## config.mk

```make
export PLATFORM = sky130hd
export DESIGN_NAME = cpu_bus_io_decoder_flat
export DESIGN_NICKNAME = d
export VERILOG_FILES = /design/src/rtl/cpu_bus_io_decoder_if.sv /design/src/rtl/cpu_bus_io_decoder.sv /design/src/flat_wrapper.sv
export SDC_FILE = /design/constraint.sdc
export NUM_CORES = 1
export LEC_CHECK = 0
export CAP_MARGIN = 15
export CORE_MARGIN = 2
export CORE_UTILIZATION = 41
export DETAILED_ROUTE_END_ITERATION = 8
export MAX_ROUTING_LAYER = met4
export PLACE_DENSITY = 0.78
export RECOVER_POWER = 25
export SLEW_MARGIN = 30
export SYNTH_ARGS = -nofsm -noshare
export SYNTH_HDL_FRONTEND = slang
export SYNTH_SLANG_ARGS = --single-unit
```

## constraint.sdc

```tcl
create_clock -name clk28 -period 1.7 [get_ports clk28]
set_input_delay 0.17 -clock clk28 [delete_from_list [all_inputs] [get_ports clk28]]
set_output_delay 0.17 -clock clk28 [all_outputs]
set_load 0.02 [all_outputs]
```

## src/rtl/cpu_bus_io_decoder_if.sv

```systemverilog
// Z80 bus-side signals and peripheral-side strobes of the IO cycle decoder.
// The CPU/bench drives through master; the decoder uses slave.
interface cpu_bus_io_decoder_if #(
  parameter int N_PORTS = 4
);
  logic [15:0]        a;
  logic [7:0]         d;
  logic               iorq;
  logic               mreq;
  logic               m1;
  logic               rd;
  logic               wr;
  logic               ioreq;
  logic [N_PORTS-1:0] port_hit;
  logic [N_PORTS-1:0] port_rd_stb;
  logic [N_PORTS-1:0] port_wr_stb;
  logic [7:0]         wr_data;
  logic               intack_stb;
  logic               trap_stb;

  modport master (
    output a, d, iorq, mreq, m1, rd, wr,
    input  ioreq, port_hit, port_rd_stb, port_wr_stb, wr_data, intack_stb, trap_stb
  );

  modport slave (
    input  a, d, iorq, mreq, m1, rd, wr,
    output ioreq, port_hit, port_rd_stb, port_wr_stb, wr_data, intack_stb, trap_stb
  );
endinterface

```

## src/rtl/cpu_bus_io_decoder.sv

```systemverilog
// Z80 IO cycle decoder: synchronises the async strobes, classifies IORQ cycles and
// emits one-clock port strobes. Optional M1 trap strobe under `CPU_BUS_M1_TRAP_EN.
module cpu_bus_io_decoder #(
  parameter int                  N_PORTS     = 4,
  parameter int                  SYNC_STAGES = 2,
  parameter logic [16*N_PORTS-1:0] PORT_ADDR = {16'hBFFD, 16'hFFFD, 16'h7FFD, 16'h00FE},
  parameter logic [16*N_PORTS-1:0] PORT_MASK = {16'hC002, 16'hC002, 16'h8002, 16'h0001},
  parameter logic [15:0]         TRAP_ADDR   = 16'h0066
) (
  input  logic                 clk28,
  input  logic                 rst,
  cpu_bus_io_decoder_if.slave  bus
);

`ifdef CPU_BUS_M1_TRAP_EN
  localparam int NSYNC = 5;
`else
  localparam int NSYNC = 4;
`endif

  typedef enum logic [1:0] {IDLE, IO, INTA} state_t;

  logic [NSYNC-1:0]       sync_in;
  logic [NSYNC-1:0]       sync_out;
  logic                   s_iorq, s_m1, s_rd, s_wr;
  logic [SYNC_STAGES-1:0] settle_reg;
  logic                   settle_done;
  logic                   armed_reg, armed_next;
  state_t                 state_reg, state_next;
  logic [N_PORTS-1:0]     hit;
  logic                   ioreq_reg, ioreq_next;
  logic [N_PORTS-1:0]     hit_reg, hit_next;
  logic [N_PORTS-1:0]     rd_stb_reg, rd_stb_next;
  logic [N_PORTS-1:0]     wr_stb_reg, wr_stb_next;
  logic [7:0]             wr_data_reg, wr_data_next;
  logic                   intack_reg, intack_next;

`ifdef CPU_BUS_M1_TRAP_EN
  assign sync_in = {bus.mreq, bus.wr, bus.rd, bus.m1, bus.iorq};
`else
  logic [16:0] unused_cfg;
  assign unused_cfg = {bus.mreq, TRAP_ADDR};
  assign sync_in    = {bus.wr, bus.rd, bus.m1, bus.iorq};
`endif

  genvar gi;
  generate
    for (gi = 0; gi < SYNC_STAGES; gi++) begin : g_sync
      logic [NSYNC-1:0] stage_reg;
      if (gi == 0) begin : g_first
        always_ff @(posedge clk28) begin
          if (rst) stage_reg <= '1;
          else     stage_reg <= sync_in;
        end
      end else begin : g_next
        always_ff @(posedge clk28) begin
          if (rst) stage_reg <= '1;
          else     stage_reg <= g_sync[gi-1].stage_reg;
        end
      end
    end
  endgenerate

  assign sync_out = g_sync[SYNC_STAGES-1].stage_reg;
  assign s_iorq   = sync_out[0];
  assign s_m1     = sync_out[1];
  assign s_rd     = sync_out[2];
  assign s_wr     = sync_out[3];

  generate
    for (gi = 0; gi < N_PORTS; gi++) begin : g_match
      assign hit[gi] = ((bus.a ^ PORT_ADDR[16*gi +: 16]) & PORT_MASK[16*gi +: 16]) == 16'h0000;
    end
  endgenerate

  // The sync chain is preset inactive, so it only reflects the pins once refilled;
  // arming before that would mistake a cycle in progress at reset release for a new one.
  always_ff @(posedge clk28) begin
    if (rst) settle_reg <= '0;
    else     settle_reg <= {settle_reg[SYNC_STAGES-2:0], 1'b1};
  end
  assign settle_done = settle_reg[SYNC_STAGES-1];
  assign armed_next  = armed_reg | (settle_done & s_iorq);

  always_ff @(posedge clk28) begin
    if (rst) begin
      state_reg   <= IDLE;
      armed_reg   <= 1'b0;
      ioreq_reg   <= 1'b0;
      hit_reg     <= '0;
      rd_stb_reg  <= '0;
      wr_stb_reg  <= '0;
      wr_data_reg <= 8'h00;
      intack_reg  <= 1'b0;
    end else begin
      state_reg   <= state_next;
      armed_reg   <= armed_next;
      ioreq_reg   <= ioreq_next;
      hit_reg     <= hit_next;
      rd_stb_reg  <= rd_stb_next;
      wr_stb_reg  <= wr_stb_next;
      wr_data_reg <= wr_data_next;
      intack_reg  <= intack_next;
    end
  end

  always_comb begin
    state_next   = state_reg;
    ioreq_next   = 1'b0;
    hit_next     = '0;
    rd_stb_next  = '0;
    wr_stb_next  = '0;
    wr_data_next = wr_data_reg;
    intack_next  = 1'b0;
    case (state_reg)
      IDLE: begin
        if (armed_reg && !s_iorq) begin
          if (!s_m1) begin
            state_next  = INTA;
            intack_next = 1'b1;
          end else if (s_rd ^ s_wr) begin
            state_next = IO;
            ioreq_next = 1'b1;
            hit_next   = hit;
            if (!s_rd) begin
              rd_stb_next = hit;
            end else begin
              wr_stb_next  = hit;
              wr_data_next = bus.d;
            end
          end
        end
      end
      IO: begin
        if (s_iorq) begin
          state_next = IDLE;
        end else begin
          ioreq_next = 1'b1;
          hit_next   = hit_reg;
        end
      end
      INTA: begin
        if (s_iorq) state_next = IDLE;
      end
      default: state_next = IDLE;
    endcase
  end

`ifdef CPU_BUS_M1_TRAP_EN
  logic s_mreq;
  logic trap_armed_reg, trap_armed_next;
  logic trap_reg, trap_next;

  assign s_mreq = sync_out[4];

  // One pulse per opcode fetch: any M1 memory cycle disarms, M1 going high re-arms.
  always_comb begin
    trap_armed_next = trap_armed_reg;
    trap_next       = 1'b0;
    if (settle_done && s_m1) begin
      trap_armed_next = 1'b1;
    end else if (!s_mreq && !s_m1) begin
      trap_armed_next = 1'b0;
      trap_next       = trap_armed_reg && (bus.a == TRAP_ADDR);
    end
  end

  always_ff @(posedge clk28) begin
    if (rst) begin
      trap_armed_reg <= 1'b0;
      trap_reg       <= 1'b0;
    end else begin
      trap_armed_reg <= trap_armed_next;
      trap_reg       <= trap_next;
    end
  end

  assign bus.trap_stb = trap_reg;
`else
  assign bus.trap_stb = 1'b0;
`endif

  assign bus.ioreq       = ioreq_reg;
  assign bus.port_hit    = hit_reg;
  assign bus.port_rd_stb = rd_stb_reg;
  assign bus.port_wr_stb = wr_stb_reg;
  assign bus.wr_data     = wr_data_reg;
  assign bus.intack_stb  = intack_reg;

endmodule
```

## src/flat_wrapper.sv

```systemverilog
// flat-port wrapper written by rule: the top's interface ports become plain ports
module cpu_bus_io_decoder_flat 
#(
  parameter int                  N_PORTS     = 4,
  parameter int                  SYNC_STAGES = 2,
  parameter logic [16*N_PORTS-1:0] PORT_ADDR = {16'hBFFD, 16'hFFFD, 16'h7FFD, 16'h00FE},
  parameter logic [16*N_PORTS-1:0] PORT_MASK = {16'hC002, 16'hC002, 16'h8002, 16'h0001},
  parameter logic [15:0]         TRAP_ADDR   = 16'h0066
)
  (clk28, rst, bus_a, bus_d, bus_iorq, bus_mreq, bus_m1, bus_rd, bus_wr, bus_ioreq, bus_port_hit, bus_port_rd_stb, bus_port_wr_stb, bus_wr_data, bus_intack_stb, bus_trap_stb);
  cpu_bus_io_decoder_if #(.N_PORTS(N_PORTS)) bus_i ();
  input  logic clk28;
  input  logic rst;
  input wire logic [$bits(bus_i.a)-1:0] bus_a;
  input wire logic [$bits(bus_i.d)-1:0] bus_d;
  input wire logic [$bits(bus_i.iorq)-1:0] bus_iorq;
  input wire logic [$bits(bus_i.mreq)-1:0] bus_mreq;
  input wire logic [$bits(bus_i.m1)-1:0] bus_m1;
  input wire logic [$bits(bus_i.rd)-1:0] bus_rd;
  input wire logic [$bits(bus_i.wr)-1:0] bus_wr;
  output wire logic [$bits(bus_i.ioreq)-1:0] bus_ioreq;
  output wire logic [$bits(bus_i.port_hit)-1:0] bus_port_hit;
  output wire logic [$bits(bus_i.port_rd_stb)-1:0] bus_port_rd_stb;
  output wire logic [$bits(bus_i.port_wr_stb)-1:0] bus_port_wr_stb;
  output wire logic [$bits(bus_i.wr_data)-1:0] bus_wr_data;
  output wire logic [$bits(bus_i.intack_stb)-1:0] bus_intack_stb;
  output wire logic [$bits(bus_i.trap_stb)-1:0] bus_trap_stb;
  assign bus_i.a = bus_a;
  assign bus_i.d = bus_d;
  assign bus_i.iorq = bus_iorq;
  assign bus_i.mreq = bus_mreq;
  assign bus_i.m1 = bus_m1;
  assign bus_i.rd = bus_rd;
  assign bus_i.wr = bus_wr;
  assign bus_ioreq = bus_i.ioreq;
  assign bus_port_hit = bus_i.port_hit;
  assign bus_port_rd_stb = bus_i.port_rd_stb;
  assign bus_port_wr_stb = bus_i.port_wr_stb;
  assign bus_wr_data = bus_i.wr_data;
  assign bus_intack_stb = bus_i.intack_stb;
  assign bus_trap_stb = bus_i.trap_stb;
  cpu_bus_io_decoder #(.N_PORTS(N_PORTS), .SYNC_STAGES(SYNC_STAGES), .PORT_ADDR(PORT_ADDR), .PORT_MASK(PORT_MASK), .TRAP_ADDR(TRAP_ADDR)) u_core (.clk28(clk28), .rst(rst), .bus(bus_i));
endmodule
```

After elaboration in Yosys (flattened, before gate mapping)
Index checks and enable logic that the tools add are counted.
{ "word_totals": {"ff_bits": 35, "inputBits": 31, "output_inout_bits": 23, "wordCells": 58} }
{ "op_classes": {"n_eq_ne": 6, "muxes": 17, "n_bitwise": 10, "n_reduce_logical": 13} }
{ "op_table": {"columns": ["operator", "n"], "rows": [
  ["16-bit logical NOT", 4],
  ["4-bit 2-to-1 mux", 4],
  ["15-bit NOT", 1],
  ["14-bit NOT", 1],
  ["6-bit OR reduction", 2],
  ["2-bit 2-to-1 mux", 4],
  ["4-bit one-hot mux with 2 select lines", 1],
  ["1-bit 2-to-1 mux", 6],
  ["2-bit by 1-bit inequality test with 1-bit output (second input constant)", 3],
  ["1-bit NOT", 5],
  ["5-bit AND reduction", 1],
  ["2-bit one-hot mux with 2 select lines", 1],
  ["3-bit inequality test (second input constant)", 1],
  ["3-bit AND reduction", 1],
  ["3-bit OR reduction", 1],
  ["2-bit by 1-bit == test with 1-bit output (second input constant)", 1],
  ["2-bit == test (second input constant)", 1],
  ["2-bit logical NOT", 1],
  ["1-bit one-hot mux with 2 select lines", 1],
  ["2-bit OR reduction", 1],
  ["1-bit AND", 1],
  ["1-bit logical AND", 1],
  ["1-bit logical NOT", 1],
  ["1-bit bitwise OR", 1],
  ["1-bit XOR", 1]
]} }

Longest topological paths before layout
Gate-level depths: netlist (run 1).
{ "logic_depth": {"word_depth": 6, "mapped_depth": 6, "depth_no_buf": 5} }

Worst setup path before layout (run 1)
OpenSTA, ideal clock, no wires.
{ "synth_timing": {"path_type": "reg2reg", "startpoint": "register u_core.state_reg[1]", "endpoint": "register u_core.hit_reg[1], in the netlist u_core.bus.port_hit[1]", "setup_time_ns": 0.067, "arrival_ns": 1.272, "required_time_ns": 1.633, "setup_slack_ns": 0.361, "stages_incl_launch_ff": 7, "n_path_buf": 1, "period_less_slack_ns": 1.339, "cell_sequence": "dfxtp_1 > inv_1 > ha_1 > nor2b_1 > buf_6 > or4_4 > o21ai_2"} }
{ "synth_between": {"elab_chain_len": 2, "elab_cells_between_ends": 4, "classes_between": "2 x eq/ne; 1 x mux; 1 x reduce/logical"} }
{ "synth_lines": {"columns": ["item", "line", "rtl"], "rows": [
  ["start, declared", "cpu_bus_io_decoder.sv:29", "state_t state_reg, state_next;"],
  ["start signal, assigned", "cpu_bus_io_decoder.sv:96", "state_reg <= state_next;"],
  ["2-bit by 1-bit == test with 1-bit output / 2-bit logical NOT (equally long branches)", "cpu_bus_io_decoder.sv:115", "case (state_reg)"],
  ["4-bit one-hot mux with 2 select lines / 2-bit by 1-bit inequality test with 1-bit output (equally long branches)", null, null],
  ["end signal, assigned", "cpu_bus_io_decoder.sv:99", "hit_reg <= hit_next;"],
  ["end, declared", "cpu_bus_io_decoder.sv:32", "logic [N_PORTS-1:0] hit_reg, hit_next;"]
]} }
Parallel ways exist; a longest one is shown, timed or not.
A chain may end at the register's enable or synchronous reset.

Worst setup path after layout (run 1)
{ "layout_timing": {"startpoint": "register u_core.state_reg[1]", "endpoint": "register u_core.wr_data_reg[7], in the netlist u_core.bus.wr_data[7]"} }
{ "layout_between": {"elab_chain_len": 2} }
{ "layout_lines": {"columns": ["item", "line", "rtl"], "rows": [
  ["2-bit logical NOT", "cpu_bus_io_decoder.sv:115", null],
  ["5-bit AND reduction (no source line)", null, null],
  ["end signal, assigned", "cpu_bus_io_decoder.sv:102", "wr_data_reg <= wr_data_next;"],
  ["end, declared", "cpu_bus_io_decoder.sv:35", "logic [7:0] wr_data_reg, wr_data_next;"]
]} }
Every way passes these cells.

==> results.cfg, run 1 <==
[sta]
worstMarginPinSlew_ps = 602.5
rsz0062_at_grt = false
max_freq_mhz = 658.3
skew_ps = 9.641
drv_slew = 0
fin_setup_tns_ps = 0
fin_crit_sh_pct = 89.35
timing.final.crit_period_ps = 1519
relSlewSlack_pct = 59.83
setup_viol = 0
finalHoldViolations = 0

[global_route]
grt_first_pass_wirelength_um = 4153
antenna_found_initial = 0
grt_usage_pct = 16.23
grt_overflow_total = 0
grt_max_degree = 18
grt_pass1_vias = 993

[worst_setup_path]
setup.worst_path.start_class = register
r2r-start = u_core.state_reg[1]$_SDFFE_PP0P_
crit_path_max_fanout = 8
cp.arrival_ps = 1780
cp-end-kind = register
worstSetupPathType = reg -> reg
reg2regPathDepth = 6
critPathRequiredTime_ps = 1960
r2r_setup_slack_ps = 180
r2r_end = u_core.bus.wr_data[7]$_SDFFE_PP0P_

[cts]
numCtsBuffers = 5
clock_latency_ps = 330
cts_max_level = 2
clock-sinks = 35
cts_tree = done
root_buffer = clkbuf_4
path_clk_slew_ps = 100
cts_resized = 0
cts_buffer_depth = 2
post_cts_buffers = 0
cts_hold_buf = 0

[synth]
yosysUniqueCellTypes = 31
yosys_warnings = 0
syn_nets = 158
synth-seq-cells = 35
ys.flop_type = dfxtp_1
async_flop_share_pct = 0
synth_edf_count = 0
synth-seq-area-share_pct = 54.96
synthCells = 125
syn_avg_cell_area_um2 = 10.20
syn-cell-area_um2 = 1275

[power]
power.leakage_uw = 0.0006289
vdd_drop_max_mv = 0.5049
cellPowerDensity_nw_per_um2 = 784.9
total_power_uw = 1372

[final_layout]
nets = 203
drive_gt1_share_pct = 13.53
final_common_cell = clkdlybuf4s50_1
area_delta_synth_final_pct = 37.10
layout_common_cells = clkdlybuf4s50_1, dfxtp_1, nand2_1, or2_2
design_area_um2 = 1748
antenna_cells = 0

[routing]
vias = 1011
post_drt_wl_per_cell_um = 11.86
totalWireLength_um = 2408
drc = 0
avgViaCountPerCell = 4.980
drtAntennaViolNets = 0
drt_iter0_markers = 18
drt_first_pass_iters = 5

[min_path]
min_path_type = in -> reg
holdPathStages = 3
hold_end = u_core.bus.wr_data[2]$_SDFFE_PP0P_
hold_start = bus_d[2]

[place]
placed_area_um2 = 1703
numPortBuffers = 39
dp_hpwl_um = 1924
place_congestion = 0.7248

[floorplan]
ios = 54
fp-row-count = 20
die_h_um = 59.77
start_util_pct = 42.46
die_width_um = 59.77
dieArea_um2 = 3572
core_um2 = 3003

[run]
drv_cap = 0

[outcome]
status = complete, no violations
-- metrics by stage --
stage	worst slack, ps	cells	util (%)	hold WS (ps)
floorplan	361.1	125	-	242.4
CTS	145.4	203	58.58	381.8
global route	56.76	203	58.21	379.7
detailed placement	126.3	196	56.71	394.6
finish	181.0	203	58.21	391.3
global placement	191.0	196	56.71	393.1
-- cell families after synthesis --
family / count (synthesis) / synth area share (%)
buffers and inverters: 11 / 5.004
adders and majority gates: 2 / 1.962
muxes: 8 / 6.281
other: 1 / 0.2941
DFF: 35 / 54.96
xor gates and xnor gates: 1 / 0.6871
AOI/OAI and AO/OA: 11 / 6.773
and+or+nand+nor: 56 / 24.04
-- cell type report --
type	count	area [um2]
sequential	35	700.7
timing repair buffer	45	424.2
clock inverter	1	5.005
clock buffer	6	51.30
inverter	4	15.01
fill	277	1255
tap	33	41.29
multi-input combinational	79	510.5
-- power by group --
part	internal, uW	leakage [uW]	switching (uW)
logic	56.9	0.000310	35.7
clock network	191	0.0000341	247
registers	833	0.000285	8.24
total	1080	0.000629	291
-- worst max path at each step --
stage	startpoint	end	depth (start not counted)
floorplan	u_core.state_reg[1]$_SDFFE_PP0P_	u_core.bus.port_hit[1]$_SDFFE_PP0P_	6
global placement	bus_a[15]	u_core.bus.port_hit[3]$_SDFFE_PP0P_	3
detailed placement	rst	u_core.bus.port_wr_stb[1]$_SDFF_PP0_	4
CTS	u_core.state_reg[1]$_SDFFE_PP0P_	u_core.bus.wr_data[7]$_SDFFE_PP0P_	6
global route	u_core.state_reg[1]$_SDFFE_PP0P_	u_core.bus.wr_data[7]$_SDFFE_PP0P_	6
finish	u_core.state_reg[1]$_SDFFE_PP0P_	u_core.bus.wr_data[7]$_SDFFE_PP0P_	6
-- cells in the mapped netlist (3+ instances only) --
| cell type | n | area (um2) |
|---|---|---|
| or2_2 | 9 | 56.30 |
| nand4b_1 | 3 | 26.28 |
| clkbuf_1 | 3 | 11.26 |
| nand3_1 | 4 | 20.02 |
| mux2i_1 | 8 | 80.08 |
| nor3_1 | 3 | 15.01 |
| dfxtp_1 | 35 | 700.7 |
| nand2_1 | 17 | 63.81 |
| inv_1 | 4 | 15.01 |
| nor2_1 | 8 | 30.03 |
-- layer usage --
layer | vias to the layer above | wire length [um] | track usage (%)
met5 | - | 0 | -
met4 | 0 | 23 | 7.619
met3 | 3 | 127 | 5.195
met2 | 29 | 1192 | 27.95
met1 | 470 | 1065 | 16.58
li1 | 509 | - | -
-- worst max-delay path, stage by stage (launching register included) --
cell      delay, ps
dfxtp_1         330
inv_1            80
ha_1            230
nand4b_1        140
nor3b_1         220
buf_4           220
mux2i_1         230
Power figures use the tool's default switching activity.
==> inputs of run 2 (changes only) <==
- CORE_MARGIN: 2 -> default
- SKIP_CTS_REPAIR_TIMING: default -> 1
==> results.cfg, run 2 (synthesized netlist as in run 1, its figures left out) <==
[floorplan]
die_h_um = 57.77
dieArea_um2 = 3337
die_width_um = 57.77
ios = 54
start_util_pct = 44.69
core_um2 = 2853
fp-row-count = 19

[routing]
vias = 992
drt_iter0_markers = 19
totalWireLength_um = 2406
drt_first_pass_iters = 8
avgViaCountPerCell = 4.911
drc = 3
drtAntennaViolNets = 0
post_drt_wl_per_cell_um = 11.91

[place]
dp_hpwl_um = 1832
placed_area_um2 = 1700
numPortBuffers = 39
place_congestion = 0.7732

[cts]
cts_tree = done
cts_buffer_depth = 2
cts_max_level = 2
numCtsBuffers = 5
root_buffer = clkbuf_4
clock_latency_ps = 340
clock-sinks = 35
path_clk_slew_ps = 100

[sta]
relSlewSlack_pct = 54.55
skew_ps = 10.95
rsz0062_at_grt = false
finalHoldViolations = 0
fin_crit_sh_pct = 88.29
worstMarginPinSlew_ps = 681.7
setup_viol = 0
max_freq_mhz = 666.2
fin_setup_tns_ps = 0
timing.final.crit_period_ps = 1501
drv_slew = 0

[worst_setup_path]
critical_path_depth = 6
cp-end-kind = register
path_cells = inv_1, ha_1, nand4b_1, nor3b_1, buf_4, mux2i_1
crit_buf_inv = 2
setup.worst_path.start_class = register
reg2regPathDepth = 6
cp_slowest_stage_delay_ps = 340
crit_slowest_cell = dfxtp_1
cp_top_family = simple AND/OR/NAND/NOR gates
crit_path_max_fanout = 8
cp.arrival_ps = 1760
critPathRequiredTime_ps = 1960
worstSetupPathType = reg -> reg

[power]
pwr-share-comb_pct = 6.5
power.leakage_uw = 0.0006376
pwr-share-seq_pct = 58.8
cellPowerDensity_nw_per_um2 = 814.6
vdd_drop_max_mv = 0.4809
p_sw_uw = 298.9
clkPwrFrac_pct = 34.7
p_int_uw = 1133
switching_share_pct = 20.87

[min_path]
holdPathStages = 3
min_path_type = in -> reg

[global_route]
grt_max_degree = 18
grt_first_pass_wirelength_um = 4084
grt_usage_pct = 17.25
grtUsageMet1_pct = 17.80
grt_overflow_total = 0
busiest_layer = met2
use_met3_pct = 4.911
antenna_found_initial = 0
grtUsageMet2_pct = 28.74
grt_pass1_vias = 984

[outcome]
status = finished with violations
violations = design-rule violations

[final_layout]
layout_common_cells = clkdlybuf4s50_1, dfxtp_1, nand2_1, or2_2
ff_latch_area_um2 = 700.7
area_delta_synth_final_pct = 37.88
drive_gt1_share_pct = 14.04
nets = 203
multi_input_area_um2 = 510.5
design_area_um2 = 1758
antenna_cells = 0
nFillCells = 251
final_common_cell = clkdlybuf4s50_1

[run]
drv_cap = 0
## run 2: through the flow
stage	total power, uW	cells	util (%)	hold slack (ps)	setup slack (ps)
floorplan	902.8	125	-	242.4	361.1
global placement	954.8	194	59.61	391.6	183.4
detailed placement	958.0	194	59.61	396.8	145.2
CTS	1454	202	62.02	366.4	189.7
global route	1502	202	61.62	375.2	42.98
finish	1432	202	61.62	379.6	199.0
## run 2: final timing paths
| path | start | end | slack [ps] |
|---|---|---|---|
| worst max-delay path | u_core.state_reg[0]$_SDFFE_PP0P_ | u_core.bus.wr_data[4]$_SDFFE_PP0P_ | 200 |
| worst min-delay path | bus_d[1] | u_core.bus.wr_data[1]$_SDFFE_PP0P_ | 380 |
| worst max register to register | u_core.state_reg[0]$_SDFFE_PP0P_ | u_core.bus.wr_data[4]$_SDFFE_PP0P_ | 200 |
| worst min register to register | u_core.g_sync[0].stage_reg[3]$_SDFF_PP1_ | u_core.g_sync[1].stage_reg[3]$_SDFF_PP1_ | 420 |
## run 2: power groups by stage
stage | sequential (uW) | clock [uW] | combinational [uW]
final | 841 | 497 | 93.4
after global placement | 860 | 0 | 95.0
after global routing | 844 | 554 | 103
after floorplan | 859 | 0 | 43.8
after CTS | 841 | 515 | 98.1
after detailed placement | 860 | 0 | 97.7
## run 2: area by class of cell
class | instances | share of cell area, %
sequential | 35 | 39.86
timing repair buffer | 45 | 24.13
clock buffer | 8 | 3.915
tap | 31 | 2.206
inverter | 4 | 0.8541
multi-input combinational | 79 | 29.04
## run 2: metal layers
metal,vias up,routed length [um]
met5,-,0
met4,0,79
met3,9,138
met2,30,1122
met1,443,1065
li1,510,-
## run 2: worst reg2reg max path, cell delays in order, from the launching register on
cell	delay, ps
dfxtp_1	340
inv_1	70
ha_1	230
nand4b_1	150
nor3b_1	220
buf_4	220
mux2i_1	200
==> inputs of run 3 (changes only) <==
- CORE_UTILIZATION: 41 -> 55
- DONT_BUFFER_PORTS: default -> 1
- PLACE_DENSITY: 0.78 -> 0.7
==> results.cfg, run 3 (synthesized netlist as in run 1, its figures left out) <==
[outcome]
status = complete, no violations

[place]
place_congestion = 0.7686
place_inst = 149
dp_hpwl_um = 1480
numPortBuffers = 0

[floorplan]
dieArea_um2 = 2515
core_um2 = 2191
die_h_um = 50.15
start_util_pct = 58.20
ios = 54
fp-row-count = 17
die_width_um = 50.15

[cts]
root_buffer = clkbuf_4
cts_tree = done
numCtsBuffers = 5
cts_buffer_depth = 2
clock-sinks = 35
clock_latency_ps = 320
path_clk_slew_ps = 100
cts_max_level = 2

[routing]
top_layer_used = met4
wl_met1_um = 937
vias = 925
drt_first_pass_iters = 4
post_drt_wl_per_cell_um = 13.38
drc = 0
avgViaCountPerCell = 5.347
dr_wl_met3_um = 182
drt_iter0_markers = 22
totalWireLength_um = 2315
wl_met2_um = 1168
drtAntennaViolNets = 0

[worst_setup_path]
crit_buf_inv = 3
crit_path_max_fanout = 18
cp_top_family = buffers and inverters
setup.worst_path.start_class = primary input
crit_slowest_cell = dlygate4sd3_1
cp_slowest_stage_delay_ps = 930
cp.arrival_ps = 1810
path_cells = dlygate4sd3_1, inv_1, buf_4, nand2_1, mux2i_1
cp-end-kind = register
worstSetupPathType = in -> reg
r2r-start = u_core.state_reg[0]$_SDFFE_PP0P_
critPathRequiredTime_ps = 1920
crit_start = rst

[sta]
worstMarginPinSlew_ps = 618.8
fin_crit_sh_pct = 93.65
skew_ps = 3.307
finalHoldViolations = 0
relSlewSlack_pct = 58.61
drv_slew = 0
fin_setup_tns_ps = 0
setup_viol = 0
max_freq_mhz = 628.1
timing.final.crit_period_ps = 1592
rsz0062_at_grt = false

[final_layout]
layout_common_cells = dfxtp_1, nand2_1, dlygate4sd3_1, or2_2
area_delta_synth_final_pct = 18.65
nets = 177
nFillCells = 189
fin_cells = 173
antenna_cells = 0
drive_gt1_share_pct = 16.55
final_common_cell = dfxtp_1
fin_util_pct = 69.05

[global_route]
grt_pass1_vias = 808
grt_usage_pct = 20.36
antenna_found_initial = 0
grt_max_degree = 20
grt_first_pass_wirelength_um = 3553
grt_overflow_total = 0

[min_path]
min_path_type = in -> reg
hold_start = bus_a[14]

[power]
total_power_uw = 1411
power.leakage_uw = 0.0005530
cellPowerDensity_nw_per_um2 = 932.7
vdd_drop_max_mv = 0.7201

[run]
drv_cap = 0
[run 3: layout make-up]
cell class	instances	area (um2)	area share, %
clock buffer	8	68.82	4.549
inverter	4	15.01	0.9926
multi-input combinational	79	510.5	33.75
sequential	35	700.7	46.32
tap	28	35.03	2.316
timing repair buffer	19	182.7	12.08
[run 3: worst reg2reg max path, stage by stage, from the launching register on]
cell      delay [ps]
dfxtp_1          350
inv_1             60
ha_1             230
nand4b_1         140
nor3b_1          210
buf_4            220
mux2i_1          200
[run 3: per-layer routing]
metal / global-route usage, % / vias to the layer above
met5: - / -
met4: 11.43 / 0
met3: 13.03 / 2
met2: 29.56 / 33
met1: 20.65 / 434
li1: - / 456
[run 3: worst paths after layout]
check             cells past startpoint  slack [ps]                                  endpoint
setup / recovery                      5         110        u_core.bus.wr_data[0]$_SDFFE_PP0P_
hold / removal                        2          50      u_core.bus.port_wr_stb[3]$_SDFF_PP0_
setup reg to reg                      6         220        u_core.bus.wr_data[4]$_SDFFE_PP0P_
hold reg to reg                       1         420  u_core.g_sync[1].stage_reg[3]$_SDFF_PP1_
[run 3: stage by stage]
stage	cell area [um2]	hold WS, ps	setup slack [ps]
floorplan	1275	242.4	361.1
global placement	1284	244.0	291.2
detailed placement	1284	244.4	237.5
CTS	1353	-117.6	209.6
global route	1513	35.82	24.32
finish	1513	54.49	107.9
[run 3: where the power goes]
| group | leakage [uW] | internal, uW | switching, uW |
|---|---|---|---|
| Sequential | 0.000285 | 833 | 9.33 |
| Clock | 0.0000386 | 243 | 246 |
| Combinational | 0.000230 | 44.5 | 34.6 |
